`src/rtl/microc_stack.sv`:
```
// Single-cycle micro-controller datapath: 16-entry register file, 8-op ALU, PC sequencer.
// Define MICROC_STACK_RET_EN to compile in the call/return stack; otherwise PC follows s_inc only.
module microc_stack #(
   parameter int DW     = 8,
   parameter int PW     = 10,
   parameter int SDEPTH = 4
) (
   input  logic          clk,
   input  logic          reset,
   input  logic [15:0]   instr,
   output logic [PW-1:0] pc,
   input  logic          s_inc,
   input  logic          s_inm,
   input  logic          we3,
   input  logic [2:0]    op,
   input  logic          s_call,
   input  logic          s_ret,
   output logic          z,
   output logic [5:0]    opcode,
   output logic          stk_full,
   output logic          stk_empty,
   output logic          stk_err
);

   logic [3:0]           ra1, ra2, wa3;
   logic [DW-1:0]        imm, rd1, rd2, wd3;
   logic signed [DW-1:0] alu_y;
   logic [PW-1:0]        tgt, pc_inc, pc_nxt;
   logic [DW-1:0]        rf [16];

   function automatic logic signed [DW-1:0] alu_f(input logic [2:0] sel,
                                                  input logic signed [DW-1:0] a,
                                                  input logic signed [DW-1:0] b);
      case (sel)
         3'b000:  return a;
         3'b001:  return ~a;
         3'b010:  return a + b;
         3'b011:  return a - b;
         3'b100:  return a & b;
         3'b101:  return a | b;
         3'b110:  return -a;
         default: return -b;
      endcase
   endfunction

   assign opcode = instr[15:10];
   assign ra1    = instr[11:8];
   assign ra2    = instr[7:4];
   assign wa3    = instr[3:0];
   assign imm    = DW'(instr[11:4]);
   assign tgt    = instr[6 +: PW];
   assign pc_inc = pc + PW'(1);

   // r0 is never written; its storage slot is simply masked on read
   assign rd1   = (ra1 == 4'd0) ? '0 : rf[ra1];
   assign rd2   = (ra2 == 4'd0) ? '0 : rf[ra2];
   assign alu_y = alu_f(op, rd1, rd2);
   assign wd3   = s_inm ? imm : alu_y;

   always_ff @(posedge clk) begin
      if (we3 && (wa3 != 4'd0))
         rf[wa3] <= wd3;
   end

`ifdef MICROC_STACK_RET_EN
   localparam int DPW = $clog2(SDEPTH + 1);
   localparam int SAW = $clog2(SDEPTH);

   logic [DPW-1:0] depth;
   logic [PW-1:0]  stack [SDEPTH];
   logic           push, pop, fault;
   logic [SAW-1:0] top_idx, push_idx;

   assign stk_full  = (depth == DPW'(SDEPTH));
   assign stk_empty = (depth == '0);
   assign top_idx   = SAW'(depth - 1'b1);
   assign push_idx  = SAW'(depth);

   always_ff @(posedge clk) begin
      if (push)
         stack[push_idx] <= pc_inc;
   end
`else
   logic unused_stk;
   assign unused_stk = s_call ^ s_ret ^ (SDEPTH == 0);
   assign stk_full   = 1'b0;
   assign stk_empty  = 1'b1;
   assign stk_err    = 1'b0;
`endif

   // s_ret wins over s_call; a faulting call/ret degrades to a plain increment
   always_comb begin
      pc_nxt = s_inc ? pc_inc : tgt;
`ifdef MICROC_STACK_RET_EN
      push  = 1'b0;
      pop   = 1'b0;
      fault = 1'b0;
      if (s_ret) begin
         if (!stk_empty) begin
            pc_nxt = stack[top_idx];
            pop    = 1'b1;
         end else begin
            pc_nxt = pc_inc;
            fault  = 1'b1;
         end
      end else if (s_call) begin
         if (!stk_full) begin
            pc_nxt = tgt;
            push   = 1'b1;
         end else begin
            pc_nxt = pc_inc;
            fault  = 1'b1;
         end
      end
`endif
   end

   always_ff @(posedge clk or posedge reset) begin
      if (reset) begin
         pc <= '0;
         z  <= 1'b0;
`ifdef MICROC_STACK_RET_EN
         depth   <= '0;
         stk_err <= 1'b0;
`endif
      end else begin
         pc <= pc_nxt;
         if (we3 && !s_inm)
            z <= (alu_y == '0);
`ifdef MICROC_STACK_RET_EN
         if (push)
            depth <= depth + 1'b1;
         else if (pop)
            depth <= depth - 1'b1;
         if (fault)
            stk_err <= 1'b1;
`endif
      end
   end

endmodule

```
`config.mk`:
```
export PLATFORM = sky130hd
export DESIGN_NAME = microc_stack
export DESIGN_NICKNAME = d
export VERILOG_FILES = /design/src/rtl/microc_stack.sv
export SDC_FILE = /design/constraint.sdc
export NUM_CORES = 1
export LEC_CHECK = 0
export CAP_MARGIN = 25
export CORE_MARGIN = 1
export CORE_UTILIZATION = 67
export CTS_BUF_LIST = sky130_fd_sc_hd__clkbuf_4 sky130_fd_sc_hd__clkbuf_8
export CTS_CLUSTER_DIAMETER = 200
export DETAILED_ROUTE_END_ITERATION = 7
export PLACE_DENSITY_LB_ADDON = 0.3
export SETUP_SLACK_MARGIN = 0.05
export SYNTH_ARGS = -nofsm -noshare
export SYNTH_HDL_FRONTEND = slang
export SYNTH_SLANG_ARGS = --single-unit
export TNS_END_PERCENT = 1
```
`constraint.sdc`:
```
create_clock -name clk -period 7.7 [get_ports clk]
set_input_delay 1.155 -clock clk [delete_from_list [all_inputs] [get_ports clk]]
set_output_delay 1.155 -clock clk [all_outputs]
set_load 0.02 [all_outputs]
```
## Yosys cells after proc, flatten, opt, wreduce, memory -nomap -nowiden

Memories as Yosys holds them, arrays and structs flattened.
Cells that the tools add are included.

| cells by class | value |
|---|---|
| $add $sub $neg | 5 |
| equal/unequal tests | 6 |
| muxes and demuxes | 7 |
| bitwise logic cells | 3 |
| reduce and logical (&&, ||, !) cells | 8 |

Operator list:

| kind | number |
|---|---|
| one-hot mux 8 bit (7 select lines) | 1 |
| two-way mux 8 bit | 3 |
| negation 8 bit | 2 |
| adder 10 x 1 -> 10 bit, second input constant | 1 |
| two-way mux 10 bit | 1 |
| equality test 3 bit, second input constant | 3 |
| adder 8 bit | 1 |
| AND 8 bit | 1 |
| logical NOT 4 bit | 2 |
| logical NOT 8 bit | 1 |
| inverter 8 bit | 1 |
| OR 8 bit | 1 |
| subtractor 8 bit | 1 |
| equality test 3 x 2 -> 1 bit, second input constant | 2 |
| nonzero test 4 bit | 1 |
| equality test 3 x 1 -> 1 bit, second input constant | 1 |
| logical NOT 3 bit | 1 |
| logical AND 1 bit | 2 |
| two-way mux 1 bit | 2 |
| logical NOT 1 bit | 1 |

| storage, ports and cells | value |
|---|---|
| bits in registers | 11 |
| RAM bits | 128 |
| input port bits | 26 |
| output and inout port bits | 20 |
| word-level logic and storage cells | 32 |
| memories kept | 1 |

Memory list:

| name | depth | bits a word | rd ports | clocked after memory_dff | write ports | line | RTL |
|---|---|---|---|---|---|---|---|
| rf | 16 | 8 | 2 | 0 | 1 | 29 | `logic [DW-1:0] rf [16];` |

## Logic depth before layout (Yosys ltp)

| depth | value |
|---|---|
| word-level depth | 5 |
| depth in mapped cells | 20 |
| mapped depth without buffers | 17 |

## Least setup slack after synthesis

No wires, ideal clock.

| timing path | value |
|---|---|
| path kind | input-to-reg |
| from | input instr[4] |
| to | memory rf[0][5] (data pin) |
| library setup time | 0.341 ns |
| arrival time | 5.183 ns |
| slack | 2.177 ns |
| cell stages on the path | 18 |
| path buffers | 3 |
| cells stage by stage | buf_2 -> buf_6 -> buf_4 -> mux4_2 -> a22oi_1 -> o31ai_1 -> inv_1 -> ha_1 -> mux2i_1 -> ha_1 -> nor2b_1 -> o21ai_0 -> a21boi_0 -> o21ai_0 -> a21boi_0 -> o311ai_0 -> a22oi_1 -> o31ai_1 |

| between the ends | value |
|---|---|
| cells in the longest elaborated chain, start to end | 5 |
| elaborated cells between the ends (all ways) | 10 |
| those cells by class | add/sub (3); mux (3); bitwise (2); reduce/logical (1); memory (1) |

Ends and longest elaborated chain:

| what | line | RTL |
|---|---|---|
| start: declaration | 10 | `input logic [15:0] instr,` |
| memory (16 x 8 bit) or logical NOT 4 bit (tied branches) | n/a |  |
| two-way mux 8 bit * | 56 | `assign rd2 = (ra2 == 4'd0) ? '0 : rf[ra2];` |
| negation 8 bit (tied with other cells) | 42 | `default: return -b;` |
| one-hot mux 8 bit (7 select lines) * | 34 | `case (sel)` |
| two-way mux 8 bit * | 58 | `assign wd3 = s_inm ? imm : alu_y;` |
| net wd3[5] | 26 | `logic [DW-1:0] imm, rd1, rd2, wd3;` |
| end: declaration | 29 |  |

Mark *: on every way through the listed nets, which the timed path passes. The rest lies on a longest branch.

## Worst setup path in the final report

| timing path | value |
|---|---|
| from | input instr[6] |
| to | memory rf[14][5] (data pin) |

Same word-level chain as after synthesis.

==> metrics.csv <==
stage,metric,value,unit
floorplanning,num_io_pins,46,
cells_and_area,design_area,8740,µm²
timing,finalSetupTns,0,ns
synth,syn-cell-area,7850,µm²
power,p_leak,3.01,nW
cts,clockBufferDepth,2,
cells_and_area,utilization,0.766,
synth,ys_seq_elements,134,
global_route,grt_pass1_wl,29400,µm
synth,synth_ff_type,edfxtp_1,
detailed_routing,drtIter0Drc,820,
timing,rsz0062_at_grt,no,
global_route,grt_pass1_vias,5471,
cts,post_cts_buffers,0,
synth,synth.distinct_cells,76,
cells_and_area,final_layout_size_suffix_gt1_frac,0.225,
cells_and_area,syn2layout_area_growth,11.3,%
global_route,grt_start_max_net_pins,34,
cts,clock_latency,0.44,ns
worst_setup_path,startpoint_type,primary input,
detailed_routing,drt_wl_total,19600,µm
cells_and_area,finalNetCount,671,
floorplanning,die_y,110,µm
cts,clock_sinks,134,
cts,cts_resized,0,
global_route,overflow,0,
placed_design,port_buffers,40,
cts,root_buffer,clkbuf_8,
worst_setup_path,worstPathMaxFanout,16,
floorplanning,start_util,0.688,
timing,worst_pin_slew,1.07,ns
synth,synth_area_per_cell,13.2,µm²
floorplanning,die-width,110,µm
timing,fmax,0.161,GHz
floorplanning,core,11400,µm²
worst_setup_path,worstPathRequired,7.97,ns
floorplanning,num_rows,39,
placed_design,dpl_worst_slack,1.25,ns
detailed_routing,wl_per_cell,24.9,µm
power,powerDensity,215,nW/µm²
detailed_routing,drc,0,
placed_design,placed_area,8300,µm²
detailed_routing,via_per_inst,7.06,
detailed_routing,drt-pass1-iter-count,5,
cts,path_clk_slew,0.08,ns
worst_setup_path,critical_path_class,primary input to flip-flop,
timing,fin_skew,0.0103,ns
power,ir_drop,0.000173,V
run_status,status,completed,
timing,hold_viol_final,0,
cts,cts_htree_levels,4,
power,power.total,1.88,mW
placed_design,dp_hpwl,13300,µm
floorplanning,die-area,12200,µm²
timing,hold_ws,0.547,ns
cts,cts_tree,built,
cts,cts_hold_repair.buffers,0,
timing,setup-violations-final,0,
synth,synth_edf_count,123,
cells_and_area,antennaDiodeCount,0,
global_route,grt_util_all_layers,0.342,
cts,cts_buffers,17,
worst_setup_path,end_kind,flip-flop,
placed_design,gp_congestion,0.898,
detailed_routing,vias,5565,
timing,final.period_utilization,0.806,
detailed_routing,postRouteAntennaNets,0,
synth,ys_seq_area_frac,0.505,
min_path,hp-class,flip-flop to flip-flop,
worst_setup_path,arrival,6.47,ns
flow_run,cap_violations,0,
global_route,antenna_found_initial,0,
placed_design,dpl.cell_count,756,
cells_and_area,fin_cells,788,
synth,async_reset_ff_frac,0.0821,
timing,setup_slack,1.50,ns
timing,fin_crit,6.20,ns
synth,yosysWarnings,0,
timing,drv_slew,0,
synth,synthCells,595,
timing,relSlewSlack,0.285,
[area by class of cell]
cell class | count | area (µm²)
Inverter | 16 | 60.1
Clock buffer | 18 | 241
Clock inverter | 14 | 201
Tap cell | 143 | 179
Fill cell | 692 | 2680
Timing Repair Buffer | 57 | 513
Multi-Input combinational cell | 406 | 3580
Sequential cell | 134 | 3970
[power by group]
group          total (mW)  leakage [nW]  switching [mW]  internal, mW
clock network       0.645         0.211           0.285         0.360
logic               0.384          1.55           0.223         0.161
registers           0.849          1.25          0.0140         0.835
[state kept, by name, indices dropped and copies added (netlist names)]
signal and flops:
pc 10, z 1, rf 123
[synth_stat cells, types with 9 or more instances]
cell | count | area share
nor2_1 | 45 | 0.022
xnor2_1 | 18 | 0.020
nor3_1 | 9 | 0.0057
ha_1 | 12 | 0.019
mux2_2 | 26 | 0.037
buf_4 | 11 | 0.011
nand2_1 | 35 | 0.017
inv_1 | 15 | 0.0072
o22ai_1 | 12 | 0.0096
xor2_1 | 11 | 0.012
clkbuf_1 | 15 | 0.0072
nor2b_1 | 12 | 0.0096
edfxtp_1 | 123 | 0.47
mux4_2 | 42 | 0.12
dfrtp_1 | 11 | 0.035
o21ai_0 | 16 | 0.010
mux2i_1 | 21 | 0.027
nand2b_1 | 9 | 0.0072
a21oi_1 | 25 | 0.016
[worst max-delay path, cell delays in order]
cell and delay (ns):
clkdlybuf4s50_1 0.82, nand2b_1 0.55, a211oi_1 0.11, o21ai_0 0.55
nand2_1 0.26, ha_1 0.36, mux2i_1 0.27, ha_1 0.29
nor2b_1 0.12, o21ai_0 0.19, a21boi_0 0.14, o21ai_0 0.36
a21boi_0 0.16, o311ai_0 0.37, a22oi_1 0.21, o31ai_1 0.30
buf_4 0.25
[layer usage]
metal | vias to the layer above | global-route usage | part of all wire
met3 | 66 | 0.0729 | 0.11
met5 | - | 0 | 0
met1 | 2675 | 0.442 | 0.37
li1 | 2398 | - | -
met4 | 0 | 0.166 | 0.031
met2 | 426 | 0.555 | 0.49
[worst paths after layout]
| path | startpoint | slack, ns | end | depth (start not counted) |
|---|---|---|---|---|
| hold reg to reg | z | 0.55 | z | 2 |
| hold / removal | z | 0.55 | z | 2 |
| setup / recovery | instr[6] | 1.50 | rf[14][5] | 17 |
| setup reg to reg | rf[11][0] | 3.04 | rf[14][5] | 16 |
| max in group asynchronous | reset | 6.37 | pc[3] | 2 |
| min in group asynchronous | reset | 1.02 | z | 2 |
[cells in the final DEF (no fill, tap or decap), drive strengths merged, types with 9 or more instances in the layout]
master         count
nor2              46
mux2i             21
nand2b             9
xor2              11
inv               17
xnor2             18
nor2b             12
dfrtp             11
ha                12
mux4              43
nand2             35
buf               20
nor3               9
a21oi             26
clkbuf            18
edfxtp           123
o22ai             12
mux2              31
o21ai             20
clkdlybuf4s50     37
[logic make-up after synthesis]
family / share of synthesized area
mux: 0.196
fa+ha+maj: 0.0217
flops: 0.505
compound gates: 0.103
buf+inv: 0.0414
xor+xnor: 0.0323
simple gates: 0.0985
other cells: 0.000956
No activity file was read; power rests on OpenSTA's default activity.
